--- src/rtl/cksum_sched.sv ---
// Round-robin scheduler that shares one one's-complement checksum engine between two
// frame sources: it forwards the owner's chunks, captures the result and clears the engine.
module cksum_sched #(
    parameter int N = 2
) (
    input  logic           clk,
    input  logic           rst_n,
    input  logic [1:0]     req,
    input  logic [1:0]     valid,
    input  logic [2*N-1:0] data,
    input  logic [1:0]     last,
    output logic [1:0]     grant,
    output logic [1:0]     done,
    output logic [1:0]     err,
    output logic [15:0]    cksum,
    output logic           ck_rst,
    output logic           ck_axiiv,
    output logic [N-1:0]   ck_axiid,
    input  logic [15:0]    ck_axiod
);
    localparam int BEATS = 16 / N;
    localparam int BCW = (BEATS > 1) ? $clog2(BEATS) : 1;
    localparam logic [BCW-1:0] LAST_BC = BCW'(BEATS - 1);

    typedef enum logic [2:0] {IDLE, STREAM, DRAIN, CAPTURE, CLEAR} state_t;

    state_t         state_q, state_d;
    logic [1:0]     grant_q, grant_d;
    logic [1:0]     done_q, done_d;
    logic [1:0]     err_q, err_d;
    logic [15:0]    cksum_q, cksum_d;
    logic           ck_rst_q, ck_rst_d;
    logic           ck_axiiv_q, ck_axiiv_d;
    logic [N-1:0]   ck_axiid_q, ck_axiid_d;
    logic           ptr_q, ptr_d;
    logic           owner_q, owner_d;
    logic [BCW-1:0] bc_q, bc_d;
    logic           started_q, started_d;

    logic           own_valid;
    logic           own_last;
    logic [N-1:0]   own_data;
    logic [1:0]     owner_oh;

    assign own_valid = valid[owner_q];
    assign own_last  = last[owner_q];
    assign own_data  = owner_q ? data[2*N-1:N] : data[N-1:0];
    assign owner_oh  = owner_q ? 2'b10 : 2'b01;

    always_comb begin
        // NOTE: every _d gets a default before the case so no path can infer a latch.
        state_d    = state_q;
        grant_d    = grant_q;
        done_d     = 2'b00;
        err_d      = 2'b00;
        cksum_d    = cksum_q;
        ck_rst_d   = 1'b0;
        ck_axiiv_d = 1'b0;
        ck_axiid_d = ck_axiid_q;
        ptr_d      = ptr_q;
        owner_d    = owner_q;
        bc_d       = bc_q;
        started_d  = started_q;

        unique case (state_q)
            IDLE: begin
                if (|req) begin
                    owner_d   = (req == 2'b11) ? ptr_q : req[1];
                    grant_d   = owner_d ? 2'b10 : 2'b01;
                    bc_d      = '0;
                    started_d = 1'b0;
                    state_d   = STREAM;
                end
            end
            STREAM: begin
                if (own_valid && !(own_last && bc_q != LAST_BC)) begin
                    ck_axiiv_d = 1'b1;
                    ck_axiid_d = own_data;
                    bc_d       = (bc_q == LAST_BC) ? '0 : bc_q + 1'b1;
                    started_d  = 1'b1;
                    if (own_last) begin
                        grant_d = 2'b00;
                        state_d = DRAIN;
                    end
                end else if (own_valid || started_q) begin
                    // Misaligned last, or a gap the engine would silently treat as a restart.
                    err_d    = owner_oh;
                    grant_d  = 2'b00;
                    ck_rst_d = 1'b1;
                    state_d  = CLEAR;
                end
            end
            DRAIN: state_d = CAPTURE;
            CAPTURE: begin
                cksum_d  = ck_axiod;
                done_d   = owner_oh;
                ck_rst_d = 1'b1;
                state_d  = CLEAR;
            end
            CLEAR: begin
                ptr_d   = ~owner_q;
                state_d = IDLE;
            end
            default: state_d = IDLE;
        endcase
    end

    // NOTE: sequential state uses non-blocking assignments so every flop samples pre-edge values.
    always_ff @(posedge clk or negedge rst_n) begin
        if (!rst_n) begin
            state_q    <= IDLE;
            grant_q    <= 2'b00;
            done_q     <= 2'b00;
            err_q      <= 2'b00;
            cksum_q    <= 16'h0000;
            ck_rst_q   <= 1'b1;
            ck_axiiv_q <= 1'b0;
            ck_axiid_q <= '0;
            ptr_q      <= 1'b0;
            owner_q    <= 1'b0;
            bc_q       <= '0;
            started_q  <= 1'b0;
        end else begin
            state_q    <= state_d;
            grant_q    <= grant_d;
            done_q     <= done_d;
            err_q      <= err_d;
            cksum_q    <= cksum_d;
            ck_rst_q   <= ck_rst_d;
            ck_axiiv_q <= ck_axiiv_d;
            ck_axiid_q <= ck_axiid_d;
            ptr_q      <= ptr_d;
            owner_q    <= owner_d;
            bc_q       <= bc_d;
            started_q  <= started_d;
        end
    end

    assign grant    = grant_q;
    assign done     = done_q;
    assign err      = err_q;
    assign cksum    = cksum_q;
    assign ck_rst   = ck_rst_q;
    assign ck_axiiv = ck_axiiv_q;
    assign ck_axiid = ck_axiid_q;

endmodule

--- config.mk ---
export PLATFORM = sky130hd
export DESIGN_NAME = cksum_sched
export DESIGN_NICKNAME = d
export VERILOG_FILES = /design/src/rtl/cksum_sched.sv
export SDC_FILE = /design/constraint.sdc
export NUM_CORES = 1
export LEC_CHECK = 0
export CORE_ASPECT_RATIO = 1.5
export CORE_UTILIZATION = 44
export CTS_BUF_LIST = sky130_fd_sc_hd__clkbuf_16
export DETAILED_ROUTE_END_ITERATION = 12
export PLACE_DENSITY = 0.8
export SYNTH_ARGS = -nofsm -noshare
export SYNTH_HDL_FRONTEND = slang
export SYNTH_SLANG_ARGS = --single-unit
--- constraint.sdc ---
create_clock -name clk -period 2.2 [get_ports clk]
set_clock_uncertainty 0.1 [all_clocks]
set_input_delay 0.44 -clock clk [delete_from_list [all_inputs] [get_ports clk]]
set_output_delay 0.44 -clock clk [all_outputs]
set_load 0.05 [all_outputs]
==> impl_metrics.ini <==
[sta]
finalCritPeriodShare = 0.961
slew_headroom = 0.586
tightest_slew_ps = 615
period_minus_slack_ps = 2110
grt_setup_unrepaired = false
tns_ps = 0
finalMaxSlewViolations = 0
max_freq_mhz = 473
final-setup-viol-count = 0
hold_violations = 0

[detailed_routing]
drt-pass1-iter-count = 4
drtIter0Drc = 11
post_drt_wl_per_cell_um = 14.6
drc_errors = 0
viasPerCell = 5.14
vias = 1085
drtAntennaViolNets = 0
drt-total-wl_um = 3080

[clock_network]
clock_sinks = 35
post-cts-setup-buffers = 0
clk_path_buf_depth = 2
cts_tree = built
cts_resized = 0
worst_skew_pair.late_latency_ps = 270
cts-root-buf = clkbuf_16
postCtsHoldBufs = 0
cts.htree.levels = 2
clkTransAtPathRegs_ps = 50
numCtsBuffers = 5

[layout]
areaGrowthSynthToFinish_pct = 48.3
fillers = 257
finalNonFillerCells = 211
final_cell_mix = 53 x clkdlybuf4s50_1, 34 x dfrtp_1, 16 x mux2_1
nets = 200
drive_gt1_frac = 0.152
n_antenna_cell = 0
mostFrequentLayoutCell = clkdlybuf4s50_1

[floorplan]
die_x_um = 49.4
initial_core_util = 0.465
fp-row-count = 25
io_pins = 54
die_area_um2 = 3620
core_um2 = 3190
dieHeight_um = 73.2

[grt]
grt_pass1_wl_um = 5140
grt_start_max_net_pins = 36
antenna_found_initial = 0
grt_usage = 0.195
grt_pass1_vias = 1101
gr-total-overflow = 0

[placement]
dp.cells = 203
place_congestion = 0.796
dp_hpwl_um = 2250
port-buffer-count = 53

[yosys]
ys_ff_latch = 35
synthFlopType = dfrtp_1
synth_edf_count = 0
yosysSeqAreaShare = 0.591
ys_async_sr_fraction = 1.00
synth_nets = 141
synthCells = 111
synthDistinctLibCells = 33
syn_avg_cell_area_um2 = 13.4
ys.warnings.count = 0
netlist_area_um2 = 1490

[critical_path]
r2r-end = ck_axiid[1]
slowest_delay_ps = 790
path_cells = clkdlybuf4s50_1
endpoint_kind = output port
required_ps = 1660
rr_startpoint = bc_q[0]
criticalPathCategory = reg2out
critPathSlowestCell = clkdlybuf4s50_1
cp_num_buf_inv = 1
r2r_setup_slack_ps = 280
path_max_fanout = 1
startpoint_type = flip-flop
ff2ff_path_depth = 7
cp_top_family = buffers and inverters
worstSetupStartpoint = ck_rst
cp.depth = 1
crit_end = ck_rst
cp.arrival_ps = 1570

[outcome]
status = finished clean

[power_and_ir_drop]
power_density_nw_per_um2 = 1620
ir_drop_mv = 1.08
p_leak_nw = 0.970

[worst_hold_path]
min-delay-path-class = reg2reg

[job]
cap_violations = 0
## synth_stat cells, types with 3 or more instances
library cell / instances / area (um2)
nand2_1: 8 / 30.0
mux2_1: 16 / 180
dfrtp_1: 34 / 851
nor2_1: 3 / 11.3
buf_2: 3 / 15.0
nor2_2: 3 / 18.8
mux2i_1: 4 / 40.0
o21ai_0: 4 / 20.0
## worst min path at each step
stage / to / slack (ps) / cells past startpoint / from
3_5_place_dp: cksum[0] / 380 / 1 / cksum[0]
2_1_floorplan: bc_q[0] / 40 / 0 / rst_n
4_1_cts: cksum[11] / 390 / 1 / cksum[11]
3_3_place_gp: cksum[5] / 370 / 1 / cksum[5]
6_report: cksum[0] / 390 / 1 / cksum[0]
5_1_grt: cksum[10] / 420 / 1 / cksum[10]
## sequential cells by signal, summed over array words and instances (netlist names), 2 cells and up
signal / flops
cksum: 16
bc_q: 3
state_q: 3
ck_axiid: 2
done: 2
err: 2
grant: 2
## metrics by stage
step	utilization	area (um2)	setup WS (ps)	power, mW	hold WS, ps
5_1_grt	0.690	2200	52.1	3.74	416
3_5_place_dp	0.646	2060	68.2	2.92	381
4_1_cts	0.690	2200	74.9	3.59	392
6_report	0.690	2200	85.2	3.56	387
2_1_floorplan	-	1490	384	2.31	44.4
3_3_place_gp	0.646	2060	152	2.87	372
## report_power, final
part | internal (mW) | switching [mW]
combinational | 0.670 | 1.12
clock | 0.412 | 0.240
sequential | 0.924 | 0.192
total | 2.01 | 1.55
## area by class of cell
class                           count  area [um2]  share of cell area
Sequential cell                    35         877               0.398
Multi-Input combinational cell     68         567               0.257
Timing Repair Buffer               56         553               0.251
Clock buffer                        5         125              0.0568
Tap cell                           40        50.0              0.0227
Clock inverter                      3        15.0             0.00682
Inverter                            4        15.0             0.00682
## metal layers
layer  GRT usage  wire length, um
met5           0                0
met4      0.0952               58
met3      0.0458              148
met2       0.358             1760
met1       0.207             1110
## kinds of logic (layout without fill, tap and decap cells)
group	Yosys count	count (layout)	synth area share
flops	35	35	0.591
mux	24	24	0.184
simple gates	27	27	0.104
buf+inv	8	68	0.0278
compound gates	15	15	0.0775
fa+ha+maj	2	2	0.0168
Note: power is estimated with default switching activity, not from simulation.
